[src/rtl/conv1d_sequencer.sv]
// Runs one conv1d job per job_start: configures the CFU, streams per-channel params and filters,
// polls each channel's MAC run to completion and presents the quantized result downstream.
module conv1d_sequencer #(
  parameter int unsigned KERNEL_LENGTH      = 8,
  parameter int unsigned MAX_INPUT_CHANNELS = 128,
  parameter int unsigned MAX_OUT_CHANNELS   = 256,
  parameter int unsigned POLL_TIMEOUT       = 4096
) (
  input  logic        clk,
  input  logic        rst_n,
  input  logic        job_start,
  input  logic [31:0] job_depth,
  input  logic [31:0] job_start_x,
  input  logic [31:0] job_out_ch,
  input  logic [31:0] job_in_off,
  input  logic [31:0] job_out_off,
  input  logic [31:0] job_act_min,
  input  logic [31:0] job_act_max,
  input  logic        prm_valid,
  output logic        prm_ready,
  input  logic [31:0] prm_bias,
  input  logic [31:0] prm_mult,
  input  logic [31:0] prm_shift,
  input  logic        flt_valid,
  output logic        flt_ready,
  input  logic [31:0] flt_data,
  output logic        cfu_en,
  output logic [6:0]  cfu_cmd,
  output logic [31:0] cfu_inp0,
  output logic [31:0] cfu_inp1,
  input  logic [31:0] cfu_ret,
  output logic        res_valid,
  input  logic        res_ready,
  output logic [31:0] res_data,
  output logic [31:0] res_ch,
  output logic        busy,
  output logic        done,
  output logic [1:0]  err
);
  localparam int unsigned PollW = $clog2(POLL_TIMEOUT + 1);

  typedef enum logic [3:0] {
    StIdle, StCfg, StPrm, StPrmCmd, StFlt, StStart, StPollIssue, StPollWait, StPollCheck,
    StRead, StReadWait, StReadLatch, StOut
  } state_e;

  state_e         state_q, state_d;
  logic [2:0]     idx_q, idx_d;
  logic [31:0]    ch_q, ch_d, w_q, w_d, words_q, words_d;
  logic [PollW-1:0] poll_q, poll_d;
  logic           gap_q, gap_d;
  logic [31:0]    depth_q, depth_d, start_x_q, start_x_d, out_ch_q, out_ch_d;
  logic [31:0]    in_off_q, in_off_d, out_off_q, out_off_d, act_min_q, act_min_d;
  logic [31:0]    act_max_q, act_max_d, mult_q, mult_d, shift_q, shift_d;
  logic           en_q, en_d;
  logic [6:0]     cmd_q, cmd_d;
  logic [31:0]    inp0_q, inp0_d, inp1_q, inp1_d;
  logic           res_valid_q, res_valid_d;
  logic [31:0]    res_data_q, res_data_d, res_ch_q, res_ch_d;
  logic           done_q, done_d;
  logic [1:0]     err_q, err_d;

  assign prm_ready = (state_q == StPrm);
  // One-cycle bubble after each accepted filter word caps the rate at one word per two cycles.
  assign flt_ready = (state_q == StFlt) && !gap_q;
  assign busy      = (state_q != StIdle);
  assign cfu_en    = en_q;
  assign cfu_cmd   = cmd_q;
  assign cfu_inp0  = inp0_q;
  assign cfu_inp1  = inp1_q;
  assign res_valid = res_valid_q;
  assign res_data  = res_data_q;
  assign res_ch    = res_ch_q;
  assign done      = done_q;
  assign err       = err_q;

  always_comb begin
    state_d = state_q;     idx_d = idx_q;         ch_d = ch_q;           w_d = w_q;
    words_d = words_q;     poll_d = poll_q;       gap_d = 1'b0;
    depth_d = depth_q;     start_x_d = start_x_q; out_ch_d = out_ch_q;   in_off_d = in_off_q;
    out_off_d = out_off_q; act_min_d = act_min_q; act_max_d = act_max_q;
    mult_d = mult_q;       shift_d = shift_q;
    en_d = 1'b0;           cmd_d = 7'd0;          inp0_d = 32'd0;        inp1_d = 32'd0;
    res_valid_d = res_valid_q; res_data_d = res_data_q; res_ch_d = res_ch_q;
    done_d = 1'b0;         err_d = err_q;
    unique case (state_q)
      StIdle: begin
        if (job_start) begin
          if (job_depth == 32'd0 || job_depth > 32'(MAX_INPUT_CHANNELS) ||
              job_out_ch > 32'(MAX_OUT_CHANNELS)) begin
            err_d  = 2'd1;
            done_d = 1'b1;
          end else if (job_out_ch == 32'd0) begin
            err_d  = 2'd0;
            done_d = 1'b1;
          end else begin
            depth_d   = job_depth;   start_x_d = job_start_x; out_ch_d  = job_out_ch;
            in_off_d  = job_in_off;  out_off_d = job_out_off;
            act_min_d = job_act_min; act_max_d = job_act_max;
            words_d   = (32'(KERNEL_LENGTH) * job_depth) >> 2;
            err_d     = 2'd0;
            idx_d     = 3'd0;
            ch_d      = 32'd0;
            state_d   = StCfg;
          end
        end
      end
      StCfg: begin
        en_d  = 1'b1;
        idx_d = idx_q + 3'd1;
        case (idx_q)
          3'd0:    begin cmd_d = 7'd3;  inp1_d = in_off_q;  end
          3'd1:    begin cmd_d = 7'd5;  inp1_d = depth_q;   end
          3'd2:    begin cmd_d = 7'd8;  inp1_d = start_x_q; end
          3'd3:    begin cmd_d = 7'd13; inp1_d = act_min_q; end
          3'd4:    begin cmd_d = 7'd14; inp1_d = act_max_q; end
          default: begin cmd_d = 7'd15; inp1_d = out_off_q; state_d = StPrm; end
        endcase
      end
      StPrm: begin
        if (prm_valid) begin
          // Bias goes straight out; mult and shift follow on the next two cycles.
          en_d    = 1'b1;
          cmd_d   = 7'd10;
          inp1_d  = prm_bias;
          mult_d  = prm_mult;
          shift_d = prm_shift;
          idx_d   = 3'd0;
          state_d = StPrmCmd;
        end
      end
      StPrmCmd: begin
        en_d = 1'b1;
        if (idx_q == 3'd0) begin
          cmd_d  = 7'd11;
          inp1_d = mult_q;
          idx_d  = 3'd1;
        end else begin
          cmd_d   = 7'd12;
          inp1_d  = shift_q;
          w_d     = 32'd0;
          state_d = StFlt;
        end
      end
      StFlt: begin
        if (flt_valid && flt_ready) begin
          en_d   = 1'b1;
          cmd_d  = 7'd2;
          inp0_d = {w_q[29:0], 2'b00};
          inp1_d = flt_data;
          gap_d  = 1'b1;
          w_d    = w_q + 32'd1;
          if (w_q + 32'd1 == words_q) state_d = StStart;
        end
      end
      StStart: begin
        en_d    = 1'b1;
        cmd_d   = 7'd6;
        poll_d  = '0;
        state_d = StPollIssue;
      end
      StPollIssue: begin
        en_d    = 1'b1;
        cmd_d   = 7'd9;
        poll_d  = poll_q + PollW'(1);
        state_d = StPollWait;
      end
      StPollWait: state_d = StPollCheck;
      StPollCheck: begin
        if (cfu_ret[0]) begin
          state_d = StRead;
        end else if (poll_q == PollW'(POLL_TIMEOUT)) begin
          err_d   = 2'd2;
          done_d  = 1'b1;
          state_d = StIdle;
        end else begin
          en_d    = 1'b1;
          cmd_d   = 7'd9;
          poll_d  = poll_q + PollW'(1);
          state_d = StPollWait;
        end
      end
      StRead: begin
        en_d    = 1'b1;
        cmd_d   = 7'd7;
        state_d = StReadWait;
      end
      StReadWait: state_d = StReadLatch;
      StReadLatch: begin
        res_data_d  = cfu_ret;
        res_ch_d    = ch_q;
        res_valid_d = 1'b1;
        state_d     = StOut;
      end
      StOut: begin
        if (res_ready) begin
          res_valid_d = 1'b0;
          if (ch_q + 32'd1 < out_ch_q) begin
            ch_d    = ch_q + 32'd1;
            state_d = StPrm;
          end else begin
            done_d  = 1'b1;
            state_d = StIdle;
          end
        end
      end
      default: state_d = StIdle;
    endcase
  end

  always_ff @(posedge clk or negedge rst_n) begin
    if (!rst_n) begin
      state_q <= StIdle;    idx_q <= '0;        ch_q <= '0;         w_q <= '0;
      words_q <= '0;        poll_q <= '0;       gap_q <= 1'b0;
      depth_q <= '0;        start_x_q <= '0;    out_ch_q <= '0;     in_off_q <= '0;
      out_off_q <= '0;      act_min_q <= '0;    act_max_q <= '0;
      mult_q <= '0;         shift_q <= '0;
      en_q <= 1'b0;         cmd_q <= '0;        inp0_q <= '0;       inp1_q <= '0;
      res_valid_q <= 1'b0;  res_data_q <= '0;   res_ch_q <= '0;
      done_q <= 1'b0;       err_q <= '0;
    end else begin
      state_q <= state_d;   idx_q <= idx_d;     ch_q <= ch_d;       w_q <= w_d;
      words_q <= words_d;   poll_q <= poll_d;   gap_q <= gap_d;
      depth_q <= depth_d;   start_x_q <= start_x_d; out_ch_q <= out_ch_d; in_off_q <= in_off_d;
      out_off_q <= out_off_d; act_min_q <= act_min_d; act_max_q <= act_max_d;
      mult_q <= mult_d;     shift_q <= shift_d;
      en_q <= en_d;         cmd_q <= cmd_d;     inp0_q <= inp0_d;   inp1_q <= inp1_d;
      res_valid_q <= res_valid_d; res_data_q <= res_data_d; res_ch_q <= res_ch_d;
      done_q <= done_d;     err_q <= err_d;
    end
  end

endmodule
[config.mk]
export PLATFORM = sky130hd
export DESIGN_NAME = conv1d_sequencer
export DESIGN_NICKNAME = d
export VERILOG_FILES = /design/src/rtl/conv1d_sequencer.sv
export SDC_FILE = /design/constraint.sdc
export NUM_CORES = 1
export LEC_CHECK = 0
export ABC_CLOCK_PERIOD_IN_PS = 3500
export CORE_MARGIN = 8
export CORE_UTILIZATION = 46
export DETAILED_ROUTE_END_ITERATION = 10
export PLACE_DENSITY = 0.77
export SYNTH_ARGS = -nofsm -noshare
export SYNTH_HDL_FRONTEND = slang
export SYNTH_SLANG_ARGS = --single-unit
export TNS_END_PERCENT = 5
[constraint.sdc]
create_clock -name clk -period 3.5 [get_ports clk]
set_input_delay 0.875 -clock clk [delete_from_list [all_inputs] [get_ports clk]]
set_output_delay 0.875 -clock clk [all_outputs]
set_load 0.02 [all_outputs]
Word-level counts from Yosys, hierarchy flattened --
Cells that the tools add are included.
Storage, ports and cells: memory bits (read-only) 0, bits in writable memories 0, memories kept 0, flip-flop bits (word level) 542, output and inout port bits 143, latch bits 0, logic and storage cells 159
Operators by class: shifts and indexed selects 0, div/mod/pow operators 0, add/subtract/negate cells 4, reductions and logical operators 27, multiply operators 0, equal/unequal tests 32, multiplexer cells 66, bitwise logic cells 2, magnitude comparators 3
Operators by type and width (count):
- 32-bit two-way mux | 12
- 32-bit one-hot mux with 5 select lines | 1
- 32-bit one-hot mux with 2 select lines | 2
- 32-bit one-hot mux with 4 select lines | 1
- 32-bit by 1-bit adder with 32-bit output (second input constant) | 2
- 32-bit logical NOT | 2
- 4-bit two-way mux | 13
- 4-bit one-hot mux with 13 select lines | 1
- 13-bit one-hot mux with 3 select lines | 1
- 32-bit by 30-bit equality test with 1-bit output | 1
- 32-bit by 8-bit greater-than comparator with 1-bit output (second input constant) | 1
- 32-bit by 9-bit greater-than comparator with 1-bit output (second input constant) | 1
- 32-bit less-than comparator | 1
- 4-bit one-hot mux with 8 select lines | 1
- 13-bit two-way mux | 2
- 2-bit inequality test (second input constant) | 12
- 3-bit two-way mux | 7
- 4-bit equality test (second input constant) | 5
- 4-bit one-hot mux with 5 select lines | 1
- 4-bit by 3-bit equality test with 1-bit output (second input constant) | 4
- 1-bit two-way mux | 14
- 13-bit by 1-bit adder with 13-bit output (second input constant) | 1
- 13-bit equality test (second input constant) | 1
- 3-bit one-hot mux with 4 select lines | 1
- 27 further kinds | 46

Depth between registers and ports, before layout --
depth in word-level cells 6, gate-level depth with buffers 18, gate-level depth less buffers 16

Least setup slack after synthesis --
OpenSTA, ideal clock, no wires.
kind reg-to-reg, start reg ch_q[0], end reg ch_q[22], arrival 3678 ps, period minus slack after synthesis 3760 ps, buffers on the path 1, setup slack -260 ps, stages on the path, launching flop included 17, cells stage by stage dfrtp_1 ha_1 inv_1 nor3_1 nand3_1 nor3_1 and3_1 xor2_1 ha_1 nand4_1 nor2_1 nand2_1 or2_2 o211ai_1 nand2_1 buf_2 a31oi_1
On the way: word-level cells in the longest chain between the ends 4
RTL lines:
- start, declared | line 49 | logic [31:0] ch_q, ch_d, w_q, w_d, words_q, words_d;
- start signal, assigned | line 222 | state_q <= state_d; idx_q <= idx_d; ch_q <= ch_d; w_q <= w_d;
- 32-bit by 1-bit adder with 32-bit output (*) | line 198, 199
- 32-bit less-than comparator / 32-bit two-way mux (equally long branches) | line 198 | if (ch_q + 32'd1 < out_ch_q) begin
- 2-bit inequality test (no line) / 32-bit two-way mux (equally long branches)
- 6-bit AND reduction (no line) / 32-bit one-hot mux with 2 select lines (equally long branches)
Every way passes the cells marked *; elsewhere a longest branch is shown, timed or not. The select of a mux whose other input is x is not followed. A chain may end at the register's enable or synchronous reset.

Worst setup path in the final report --
start reg ch_q[5], end reg ch_q[28]
The elaborated chain is that of the path after synthesis.

==> metrics.cfg <==
[run_status]
outcome=finished with violations
violations=setup timing

[worst_setup_path]
slowest_stage=o311ai_4
cp_data_required_time_ns=3.98
r2r_start=ch_q[5]
crit_path_start_kind=flip-flop
slowest_delay_ns=0.39
reg2reg_depth=17
cp.arrival_ns=4.02
critical_path_class=reg2reg
path_cells=nand4_1, buf_4, buf_4, nor2_1, nand2_1, xnor2_1, ha_1, nand2_1, or3_1, o221ai_2, a221oi_2, o311ai_4, a211oi_2, buf_4, buf_12, a21oi_1, a31oi_2
r2r_slack_ns=-0.04
critPathMaxFanout=16
cp_num_buf_inv=4
r2r_end=ch_q[28]
path_delay_family=compound AO/OA/AOI/OAI gates
end_kind=flip-flop
path_common_cell=buf_4

[route]
wl_um=82800
detail_route.first_pass.iterations=8
vias=21600
drtIter0Drc=2538
via_per_inst=5.70
drc=0
wl_per_cell_um=21.9
drtAntennaViolNets=0

[layout]
final_cell_mix=851 x nand2_1, 526 x clkdlybuf4s50_1, 508 x dfrtp_1, 113 x buf_4, 105 x o21ai_0
stdcell_count=3784
fin_area_mm2=0.0322
utilization=0.631
fillers=4170
drive_gt1_frac=0.110
layout_commonest_cell=nand2_1
nets=3488
syn_to_final_growth_pct=36.5

[logic_synthesis]
ys_seq_area_frac=0.539
synth_ff_type=dfrtp_1
netlist_area_mm2=0.0236
synth_edf_count=0
syn_inst=2514
ys_warn_count=0
async_flop_share=1.00
yosys.cell_types.count=73
postSynthAreaPerCell_um2=9.38
synth-seq-cells=508

[timing]
timing_hold_violations_final=0
slew_headroom=0.412
setup_slack_ns=-0.0413
rsz0062_at_grt=true
maxClockFrequency_mhz=282
worst_pin_slew_ns=0.882
setup_viol=7
hold_ws_ns=0.264
min_period_over_period=1.01
skew_ns=0.0286
min_period_ns=3.54
drv_slew=0

[clocking]
clock-sinks=508
root_buffer=clkbuf_16
cts_hold_buffers=0
htreeDepth=2
cts_tree=done
clk_pin_slew_ns=0.06
cts_buffers=54
cts.path.max_buffers=3
clk-insertion-delay-late_ns=0.62

[grt]
grtUsageTotal=0.272
grt_pass1_vias=22200
grt_pass1_wl_um=128000
grt_overflow_total=0
grt_antenna_before_repair=7
grt_max_degree=94

[power_and_ir_drop]
leakagePower_nw=15.4
power_mw=18.0
pwr_density_cell_mw_per_mm2=559
ir_worst_vdd_uv=535

[floorplan]
ios=533
start_util=0.462
die_height_um=242
dieArea_mm2=0.0588
num_rows=83
core-area_mm2=0.0510
die_x_um=242

[place]
place_inst=3671
post-dp-hpwl_um=61400
place_area_mm2=0.0301
io_buffer_count=527
place.gp.congestion=0.944

[run]
cap_viol_max_count=0

[worst_hold_path]
hp-class=in2async

## power by group
group	switching (mW)	leakage [nW]	internal, mW	total (mW)
clock network	2.38	0.867	3.37	5.75
logic	2.87	7.80	2.16	5.02
registers	0.505	6.72	6.71	7.21
## registers in the layout, summed over array words and instances, names as in the netlist, 4 cells and up
signal	count
act_max_q	32
act_min_q	32
cfu_inp1	32
ch_q	32
depth_q	32
in_off_q	32
mult_q	32
out_ch_q	32
out_off_q	32
res_ch	32
res_data	32
shift_q	32
start_x_q	32
w_q	32
cfu_inp0	30
poll_q	13
cfu_cmd	4
state_q	4
## cells by family (layout without fill, tap and decap cells)
| family | Yosys count | count (layout) | synth area share |
|---|---|---|---|
| simple gates | 1184 | 1184 | 0.214 |
| fa+ha+maj | 40 | 40 | 0.0212 |
| other cells | 1 | 10 | 0.000159 |
| flops | 508 | 508 | 0.539 |
| compound gates | 410 | 410 | 0.123 |
| mux | 66 | 66 | 0.0313 |
| xor+xnor | 81 | 81 | 0.0304 |
| buf+inv | 224 | 805 | 0.0405 |
## timing repair
action,4_1_cts,5_1_grt
gates resized for setup,9,28
pin swaps,11,17
endpoints found under the setup margin,20,34
buffers inserted,4,6
cloned,1,0
## per-stage QoR
| step | setup WS [ns] | TNS (ns) |
|---|---|---|
| floorplan | -0.0420 | -0.429 |
| global placement | 0.0219 | 0 |
| detailed placement | -0.113 | -7.13 |
| CTS | 0.00288 | 0 |
| global route | -0.252 | -6.00 |
| finish | -0.0413 | -0.149 |
## Yosys cell counts (38+ instances only)
library cell / n / area (um^2)
dfrtp_1: 508 / 12700
o211ai_1: 41 / 308
inv_1: 50 / 188
nand3_1: 38 / 190
nor2_1: 100 / 375
a21oi_1: 48 / 240
nand2_1: 853 / 3200
ha_1: 40 / 500
o21ai_0: 107 / 536
clkbuf_1: 108 / 405
and3_1: 45 / 282
mux2_2: 62 / 698
a222oi_1: 64 / 641
buf_2: 45 / 225
xnor2_1: 46 / 403
## worst reg2reg max path, delay by kind of cell (launching register included)
family | cells | cell delay (ns)
AOI/OAI and AO/OA | 6 | 1.17
and+or+nand+nor | 5 | 0.78
buffers and inverters | 4 | 0.65
DFF | 1 | 0.36
adders and majority gates | 1 | 0.31
xor gates and xnor gates | 1 | 0.15
## per-layer routing
metal	routed length, um	GRT usage	vias up
met4	3600	0.111	6
met2	38200	0.432	1181
met5	36	0	-
met1	32500	0.352	10500
met3	8410	0.0737	222
li1	-	-	9704
## area by class of cell
cell class | instances | area, um^2 | share of cell area
inverters | 50 | 188 | 0.00583
flip-flops and latches | 508 | 12700 | 0.395
diodes | 5 | 12.5 | 0.000389
well taps | 680 | 851 | 0.0264
clock buffers | 79 | 1600 | 0.0496
multi-input cells | 1786 | 10200 | 0.316
repair buffers | 658 | 6480 | 0.201
clock inverters | 18 | 185 | 0.00575
## worst max-delay path by stage
stage                  from          end  slack [ns]  cells after the start
2_1_floorplan       ch_q[2]     ch_q[11]       -0.04                     18
3_3_place_gp   job_depth[2]  in_off_q[9]        0.02                     12
3_5_place_dp   job_depth[2]  in_off_q[9]       -0.11                     12
4_1_cts             ch_q[5]     ch_q[31]       0.003                     16
5_1_grt             ch_q[5]     ch_q[20]       -0.25                     17
6_report            ch_q[5]     ch_q[28]       -0.04                     17
(Power assumes the default switching activity.)
